### src/rtl/rot_mult_decoder_pkg.sv
// Shared widths, state encoding and rotation helpers for the rotate-multiply codec.
// The encode datapath imports the same package so both sides agree on widths.
package rot_mult_decoder_pkg;

    localparam int NUM_W  = 4;
    localparam int KEY_W  = 4;
    localparam int PROD_W = NUM_W + KEY_W;

    typedef enum logic [1:0] {
        IDLE = 2'd0,
        DIV  = 2'd1,
        FIN  = 2'd2
    } state_t;

    localparam logic ROT_L1 = 1'b0;
    localparam logic ROT_L2 = 1'b1;

    // Undo the encoder's left rotation by rotating right by the same amount.
    function automatic logic [NUM_W-1:0] rot_right(input logic [NUM_W-1:0] v, input logic sel);
        logic [NUM_W-1:0] r;
        if (sel == ROT_L2) begin
            r = {v[1:0], v[NUM_W-1:2]};
        end else begin
            r = {v[0], v[NUM_W-1:1]};
        end
        return r;
    endfunction

endpackage

### src/rtl/rot_mult_decoder_seq_divider.sv
// Restoring shift-subtract divider, one quotient bit per clock, MSB first.
// done_o is high during the cycle whose closing edge performs the final step.
module seq_divider
    import rot_mult_decoder_pkg::*;
(
    input  logic              clk,
    input  logic              rst,
    input  logic              start_i,
    input  logic [PROD_W-1:0] dividend_i,
    input  logic [KEY_W-1:0]  divisor_i,
    output logic              done_o,
    output logic [KEY_W:0]    rem_o,
    output logic [PROD_W-1:0] quo_o
);

    localparam int CNT_W = $clog2(PROD_W);

    logic [PROD_W-1:0] dvd_q, dvd_d;
    logic [KEY_W-1:0]  dvs_q, dvs_d;
    logic [KEY_W:0]    rem_q, rem_d;
    logic [PROD_W-1:0] quo_q, quo_d;
    logic [CNT_W-1:0]  cnt_q, cnt_d;
    logic              active_q, active_d;

    logic [KEY_W:0]    trial_s;
    logic [KEY_W:0]    diff_s;
    logic              ge_s;

    // The remainder MSB stands for the bit shifted out of trial_s, so it forces ge.
    always_comb begin
        trial_s = {rem_q[KEY_W-1:0], dvd_q[cnt_q]};
        diff_s  = trial_s - {1'b0, dvs_q};
        ge_s    = rem_q[KEY_W] || (trial_s >= {1'b0, dvs_q});
    end

    // Next-state for operands, partial remainder, quotient and step counter.
    always_comb begin
        dvd_d    = dvd_q;
        dvs_d    = dvs_q;
        rem_d    = rem_q;
        quo_d    = quo_q;
        cnt_d    = cnt_q;
        active_d = active_q;
        if (start_i) begin
            dvd_d    = dividend_i;
            dvs_d    = divisor_i;
            rem_d    = {(KEY_W+1){1'b0}};
            quo_d    = {PROD_W{1'b0}};
            cnt_d    = CNT_W'(PROD_W - 1);
            active_d = (divisor_i != {KEY_W{1'b0}});
        end else if (active_q) begin
            rem_d        = ge_s ? diff_s : trial_s;
            quo_d[cnt_q] = ge_s;
            if (cnt_q == {CNT_W{1'b0}}) begin
                active_d = 1'b0;
            end else begin
                cnt_d = cnt_q - CNT_W'(1);
            end
        end else begin
            active_d = 1'b0;
        end
    end

    // Divider state registers.
    always_ff @(posedge clk or posedge rst) begin
        if (rst) begin
            dvd_q    <= {PROD_W{1'b0}};
            dvs_q    <= {KEY_W{1'b0}};
            rem_q    <= {(KEY_W+1){1'b0}};
            quo_q    <= {PROD_W{1'b0}};
            cnt_q    <= {CNT_W{1'b0}};
            active_q <= 1'b0;
        end else begin
            dvd_q    <= dvd_d;
            dvs_q    <= dvs_d;
            rem_q    <= rem_d;
            quo_q    <= quo_d;
            cnt_q    <= cnt_d;
            active_q <= active_d;
        end
    end

    assign done_o = active_q && (cnt_q == {CNT_W{1'b0}});
    assign rem_o  = rem_q;
    assign quo_o  = quo_q;

endmodule

### src/rtl/rot_mult_decoder.sv
// Recovers the original number from a stored product: divide by key, check, rotate back.
// Control FSM, error merge and inverse rotation; the arithmetic lives in seq_divider.
module rot_mult_decoder
    import rot_mult_decoder_pkg::*;
(
    input  logic              clk,
    input  logic              rst,
    input  logic              start,
    input  logic [PROD_W-1:0] product,
    input  logic [KEY_W-1:0]  key,
    input  logic              rot_sel,
    output logic              busy,
    output logic              done,
    output logic [NUM_W-1:0]  num_out,
    output logic              err
);

    state_t            state_q, state_d;
    logic              rot_q, rot_d;
    logic              dz_q, dz_d;
    logic              done_q, done_d;
    logic [NUM_W-1:0]  num_q, num_d;
    logic              err_q, err_d;

    logic              accept_s;
    logic              div_done_s;
    logic [KEY_W:0]    rem_s;
    logic [PROD_W-1:0] quo_s;
    logic              fin_err_s;

    // The done cycle is still an exit cycle, so a start seen there is dropped.
    assign accept_s = (state_q == IDLE) && start && !done_q;

    seq_divider u_div (
        .clk        (clk),
        .rst        (rst),
        .start_i    (accept_s),
        .dividend_i (product),
        .divisor_i  (key),
        .done_o     (div_done_s),
        .rem_o      (rem_s),
        .quo_o      (quo_s)
    );

    assign fin_err_s = dz_q || (rem_s != {(KEY_W+1){1'b0}})
                     || (quo_s[PROD_W-1:NUM_W] != {(PROD_W-NUM_W){1'b0}});

    // FSM next-state and registered result computation.
    always_comb begin
        state_d = state_q;
        rot_d   = rot_q;
        dz_d    = dz_q;
        done_d  = 1'b0;
        num_d   = num_q;
        err_d   = err_q;
        case (state_q)
            IDLE: begin
                if (accept_s) begin
                    rot_d   = rot_sel;
                    dz_d    = (key == {KEY_W{1'b0}});
                    state_d = (key == {KEY_W{1'b0}}) ? FIN : DIV;
                end else begin
                    state_d = IDLE;
                end
            end
            DIV: begin
                if (div_done_s) begin
                    state_d = FIN;
                end else begin
                    state_d = DIV;
                end
            end
            FIN: begin
                err_d   = fin_err_s;
                num_d   = fin_err_s ? {NUM_W{1'b0}} : rot_right(quo_s[NUM_W-1:0], rot_q);
                done_d  = 1'b1;
                state_d = IDLE;
            end
            default: begin
                state_d = IDLE;
            end
        endcase
    end

    // Control and output registers.
    always_ff @(posedge clk or posedge rst) begin
        if (rst) begin
            state_q <= IDLE;
            rot_q   <= ROT_L1;
            dz_q    <= 1'b0;
            done_q  <= 1'b0;
            num_q   <= {NUM_W{1'b0}};
            err_q   <= 1'b0;
        end else begin
            state_q <= state_d;
            rot_q   <= rot_d;
            dz_q    <= dz_d;
            done_q  <= done_d;
            num_q   <= num_d;
            err_q   <= err_d;
        end
    end

    assign busy    = (state_q != IDLE);
    assign done    = done_q;
    assign num_out = num_q;
    assign err     = err_q;

endmodule

### config.mk
export PLATFORM = sky130hd
export DESIGN_NAME = rot_mult_decoder
export DESIGN_NICKNAME = d
export VERILOG_FILES = /design/src/rtl/rot_mult_decoder_pkg.sv /design/src/rtl/rot_mult_decoder_seq_divider.sv /design/src/rtl/rot_mult_decoder.sv
export SDC_FILE = /design/constraint.sdc
export NUM_CORES = 1
export LEC_CHECK = 0
export CORE_AREA = 2 2 63 89
export DETAILED_ROUTE_END_ITERATION = 10
export DIE_AREA = 0 0 65 91
export DONT_BUFFER_PORTS = 1
export GPL_ROUTABILITY_DRIVEN = 0
export SYNTH_ARGS = -nofsm -noshare
export SYNTH_HDL_FRONTEND = slang
export SYNTH_SLANG_ARGS = --single-unit
### constraint.sdc
create_clock -name clk -period 2.58 [get_ports clk]
set_input_delay 0.129 -clock clk [delete_from_list [all_inputs] [get_ports clk]]
set_output_delay 0.129 -clock clk [all_outputs]
set_load 0.05 [all_outputs]
# After elaboration in Yosys (flattened, before gate mapping)
# Cells that the tools add are included.
[totals] regBits=39 latchBits=0 ramBits=0 rom_bits=0 inputBits=16 output_inout_bits=7 wordCells=61 memories=0
[op_classes] add_sub_neg=2 multipliers=0 n_div=0 n_lt_le_gt_ge=3 eq_ne=3 shift=0 mux=23 n_bitwise=0 n_reduce_logical=18
[ops] op="2-to-1 mux 8 bit" count=2
[ops] op="2-to-1 mux 5 bit" count=3
[ops] op="2-to-1 mux 3 bit" count=3
[ops] op="bitwise mux 8 bit" count=1
[ops] op="2-to-1 mux 4 bit" count=2
[ops] op="nonzero test 4 bit" count=2
[ops] op="2-to-1 mux 1 bit" count=6
[ops] op="2-to-1 mux 2 bit" count=3
[ops] op=">= comparator 5 x 4 -> 1 bit" count=1
[ops] op="nonzero test 5 bit" count=1
[ops] op="subtractor 5 x 4 -> 5 bit" count=1
[ops] op="logical AND 1 bit" count=4
[ops] op="logical NOT 4 bit" count=1
[ops] op="less-than comparator 3 x 4 -> 1 bit, second input constant" count=1
[ops] op="one-hot mux 2 bit (2 select lines)" count=1
[ops] op="AND reduction 2 bit" count=2
[ops] op="nonzero test 2 bit" count=2
[ops] op="binary-select mux 1 bit (select 3 bit)" count=1
[ops] op="demux 1 bit (select 3 bit)" count=1
[ops] op=">= comparator 3 x 1 -> 1 bit, second input constant" count=1
[ops] op="logical NOT 3 bit" count=1
[ops] op="logical OR 1 bit" count=3
[ops] op="subtractor 3 x 1 -> 3 bit, second input constant" count=1
[ops] op="equality test 2 x 1 -> 1 bit, second input constant" count=1
[ops] op="4 further kinds" count=4

# Depth between registers and ports, before layout
[depth] ltp_word=7 depth_mapped=10 depth_no_buf=9

# Modules after synthesis
# From an unflattened synthesis, not the netlist that was laid out.
[hier_totals] hier_cells=189 area_unflattened_um2=2013.2
[modules_own_cells] mod="seq_divider" n_inst=1 cells_each=144 area_each_um2=1522.7 seq_area_each_um2=725.7
[modules_own_cells] mod="rot_mult_decoder" n_inst=1 cells_each=45 area_each_um2=490.5 seq_area_each_um2=250.2

# Worst setup path after synthesis
# Ideal clock, no wire load.
[synth_path] path_kind="reg-to-reg" start="reg u_div.cnt_q[1]" end="reg u_div.rem_q[0] (netlist: u_div.rem_o[0])" setup_time_ns=0.129 t_arrival_ns=2.250 required_ns=2.451 path_slack_ns=0.201 path_stages_with_launch=11 n_path_buf=2 period_less_slack_ns=2.379 path_cell_list="dfrtp_1 > buf_6 > mux4_2 > mux2i_1 > ha_1 > nor2b_4 > o31a_1 > or2_0 > buf_6 > a21oi_1 > o31ai_2"
[synth_via] elab_chain_len=7 word_cells_on_any_way=8 cone_classes="1 x add/sub; 1 x order compare; 5 x mux; 1 x reduce/logical"
[synth_rtl] item="start, declared" line_no="rot_mult_decoder_seq_divider.sv:22" source="logic [CNT_W-1:0] cnt_q, cnt_d;"
[synth_rtl] item="start signal, assigned" line_no="rot_mult_decoder_seq_divider.sv:71" source="cnt_q <= {CNT_W{1'b0}};"
[synth_rtl] item="start signal, assigned" line_no="rot_mult_decoder_seq_divider.sv:78" source="cnt_q <= cnt_d;"
[synth_rtl] item="binary-select mux 1 bit (select 3 bit) (*)" line_no="rot_mult_decoder_seq_divider.sv:31" source="trial_s = {rem_q[KEY_W-1:0], dvd_q[cnt_q]};"
[synth_rtl] item="2-to-1 mux 1 bit (implied by the code) (*)" line_no="rot_mult_decoder_seq_divider.sv:31"
[synth_rtl] item=">= comparator 5 x 4 -> 1 bit" line_no="rot_mult_decoder_seq_divider.sv:33" source="ge_s = rem_q[KEY_W] || (trial_s >= {1'b0, dvs_q});"
[synth_rtl] item="logical OR 1 bit" line_no="rot_mult_decoder_seq_divider.sv:33"
[synth_rtl] item="2-to-1 mux 5 bit (*)" line_no="rot_mult_decoder_seq_divider.sv:52" source="rem_d = ge_s ? diff_s : trial_s;"
[synth_rtl] item="2-to-1 mux 5 bit (*)" line_no="rot_mult_decoder_seq_divider.sv:51" source="end else if (active_q) begin"
[synth_rtl] item="2-to-1 mux 5 bit (*)" line_no="rot_mult_decoder_seq_divider.sv:44" source="if (start_i) begin"
[synth_rtl] item="end signal, assigned" line_no="rot_mult_decoder_seq_divider.sv:69" source="rem_q <= {(KEY_W+1){1'b0}};"
[synth_rtl] item="end signal, assigned" line_no="rot_mult_decoder_seq_divider.sv:76" source="rem_q <= rem_d;"
[synth_rtl] item="end, declared" line_no="rot_mult_decoder_seq_divider.sv:20" source="logic [KEY_W:0] rem_q, rem_d;"
# Every way passes the cells marked *; elsewhere a longest branch is shown, timed or not. The select of a mux whose other input is x is not followed.
# A chain may end at the register's enable or synchronous reset.

# Worst setup path after layout
[layout_path] start="reg u_div.cnt_q[1]" end="reg u_div.rem_q[2] (netlist: u_div.rem_o[2])"
# The elaborated chain is that of the path after synthesis.

==> impl_results.md <==
- Worst Path Max Fanout: 9
- Worst-path clk slew: 0.07 ns
- Place WS: -0.000853 ns
- CP arrival: 2.54 ns
- Ant diodes: 0
- Worst IR Drop VDD: just under 0.0005 V
- R2r worst-path depth: 8
- Post-CTS Setup Inserts: 0
- Die Span X: about 65 um
- TritonCTS Buffers: 5
- Synthesis-to-finish area growth: 15.4%
- Die ar.: around 6000 um^2
- Post-synthesis adder-cell area fraction: 0.0477
- Rel. slew slack: 0.633
- Final instance area: 2300 um^2
- Sw Ratio: 0.407
- Min Tclk post-route: 2.39 ns
- Finished Layout Cells: 289
- Internal power: 1.74 mW
- Yosys reg bits: 39
- Worst path max stage delay: 0.52 ns
- Total power: a little under 3 mW
- Fraction of registers with async set/reset: 1.00
- GRT overflow: 0
- First-pass GRT wire length: approximately 7.0 mm
- Vias in the first global route: 1533
- Max Clock Freq: 0.418 GHz
- Die height: 91 um
- Share of layout cells above drive strength 1: 0.108
- Hold Crit Depth: 3
- M2 GR Usage: 0.259
- Placed Cells: 268
- Synth Flop Type: dfrtp_1
- Ys Warns: 0
- Post-synthesis mux area share: 0.0778
- Psw: roughly 1.2 mW
- CTS sink cnt: 39
- Final worst slack: 0.189 ns
- ANT nets after route: 0
- Boundary pin count: 23
- Clock power frac: 0.139
- RSZ-0062 raised after global routing: false
- Vias/cell: approximately 5.1
- Critical Path End Type: flip-flop
- DRT iter0 DRCs: 109
- Final Hold Viols: 0
- Fin nets: 246
- EDFF count, synth: 0
- Worst Max-Slew Pin Slew: about 0.55 ns
- Xor/xnor cell area share of the yosys netlist: 0.0132
- Main combinational cell family by area after synthesis: simple AND/OR/NAND/NOR gates
- GR Util met1: 0.191
- Startpoint Class: flip-flop
- Logic pwr share: 0.479
- Max_cap viols: 0
- Pleak: roughly 1.1 nW
- Slew Viols, Final: 0
- Kind of critical path: reg -> reg
- GR Layer Usage met3: 0.0223
- Post-route DRC violation count: 0
- DR WL/cell: 13.8 um
- Post-synthesis average cell area: 9.72 um^2
- Row count: 31
- Simple-gate share of the synthesized area: 0.228
- P per Cell Area: 1280 nW/um^2
- Final setup viols: 0
- Net Count, Synth: roughly 230
- Library cells used by synthesis: 39
- Root buffer cell: clkbuf_8
- Synth Instances: 205
- Top Usage Layer GRT: met2
- Via count: 1465
- Post-DP Area: 2060 um^2
- Worst-case clock skew: 0.00209 ns
- Sequential share of power: 0.382
- Worst min path class: in -> reg
- Total wire length: 4.00 mm
- Period utilisation layout: 0.927
- CTS H-tree lvls: 2
- Post-DP HPWL: 2.94 mm
- Status: finished clean
- Core ar.: 5080 um^2
- Port bufs: 0
- Critical path, cell by cell: mux4_2 > mux2i_2 > ha_2 > nor2b_4 > o31a_1 > or2_4 > mux2i_1 > a21oi_1
- Initial core utilization: 0.392
- Deepest clock path buffer count: 2
- First-pass detailed-route iteration total: 4
- Antenna violations before repair: 0
- Largest net degree at the start of global routing: 40
- CP required: between 2 and 3 ns
- Post-synthesis compound-gate area fraction: 0.0917
- Critical path's slowest cell: mux4_2
- Sequential-to-total area share from yosys stat: 0.490
- Synth Cell Area: ~2000 um^2
- Overall routing resource usage: 0.154
- Worst-Skew Late Latency: 0.28 ns
- CTS tree: built
-- metal layers --
layer	vias to the layer above	routed length, um
met5	-	0
met4	0	94
met3	7	103
met2	27	2090
met1	699	1710
li1	732	-
-- timing repair --
action                                  CTS  global route
hold buffers                             14             0
endpoints found under the setup margin    2             9
endpoints found under the hold margin    52             0
resized for setup                         1             3
-- worst paths after layout --
kind	startpoint	end	slack, ns
hold / removal	key[3]	dz_q	0.07
min in group asynchronous	rst	err	0.40
setup reg to reg	u_div.cnt_q[1]	u_div.rem_o[2]	0.19
setup / recovery	u_div.cnt_q[1]	u_div.rem_o[2]	0.19
hold reg to reg	u_div.dvd_q[0]	u_div.dvd_q[0]	0.48
max in group asynchronous	rst	u_div.dvd_q[4]	1.84
-- worst max-delay path: cells and delay by family (launching register included) --
family | cells | cell delay, ns
AND/OR/NAND/NOR | 2 | 0.32
multiplexers | 3 | 0.92
AO/OA/AOI/OAI | 2 | 0.33
flip-flops | 1 | 0.41
adder cells (fa/ha/maj) | 1 | 0.27
-- layout by cell type (no fill, tap or decap), types with 5 or more instances in the layout --
cell,n
o21ai_0,14
nor3_1,5
buf_4,7
dlygate4sd3_1,14
inv_1,9
nand2_1,49
ha_1,5
a21oi_1,6
dfrtp_1,39
clkbuf_8,6
nor2_1,13
mux2i_1,10
-- synth_stat cells, drive strengths merged, types with 4 or more instances --
| master | count | share of area |
|---|---|---|
| nor2 | 13 | 0.024 |
| ha | 6 | 0.038 |
| nand2 | 49 | 0.092 |
| nand2b | 4 | 0.013 |
| nand3 | 4 | 0.010 |
| o21ai | 14 | 0.035 |
| buf | 8 | 0.031 |
| mux2i | 11 | 0.055 |
| inv | 9 | 0.017 |
| a21oi | 6 | 0.015 |
| nor3 | 5 | 0.013 |
| dfrtp | 39 | 0.49 |
-- cell families (layout without fill, tap and decap cells) --
kind of cell,after synthesis,in the layout
AND/OR/NAND/NOR,94,94
flip-flops,39,39
AO/OA/AOI/OAI,30,30
buffers and inverters,19,37
multiplexers,13,13
adder cells (fa/ha/maj),7,7
XOR/XNOR,3,3
-- through the flow --
step	TNS (ns)	hold WS, ns	util
floorplan	0	0.234	-
global placement	0	0.186	0.406
detailed placement	-0.000853	0.182	0.406
CTS	0	0.0575	0.451
global route	0	0.0800	0.453
finish	0	0.0668	0.453
-- layout make-up --
| class | count | area, um^2 |
|---|---|---|
| inverters | 9 | 33.8 |
| repair buffers | 21 | 193 |
| fillers | 505 | 2780 |
| multi-input cells | 147 | 928 |
| clock buffers | 6 | 82.6 |
| clock inverters | 1 | 5.00 |
| flip-flops and latches | 39 | 976 |
| well taps | 66 | 82.6 |
-- registers in the layout (all words and copies together) (netlist names) --
register and flops:
u_div.cnt_q 3, u_div.rem_o 5, u_div.active_q 1, u_div.quo_o 8
err 1, num_out 4, state_q 2, u_div.dvs_q 4
rot_q 1, u_div.dvd_q 8, done 1, dz_q 1
-- power by group through the flow --
stage,sequential (mW),combinational [mW],clock [mW]
2_1_floorplan,1.02,1.17,0
3_3_place_gp,1.12,1.33,0
3_5_place_dp,1.13,1.35,0
4_1_cts,1.12,1.38,0.420
5_1_grt,1.16,1.60,0.453
6_report,1.12,1.41,0.408
(Power assumes the default switching activity.)
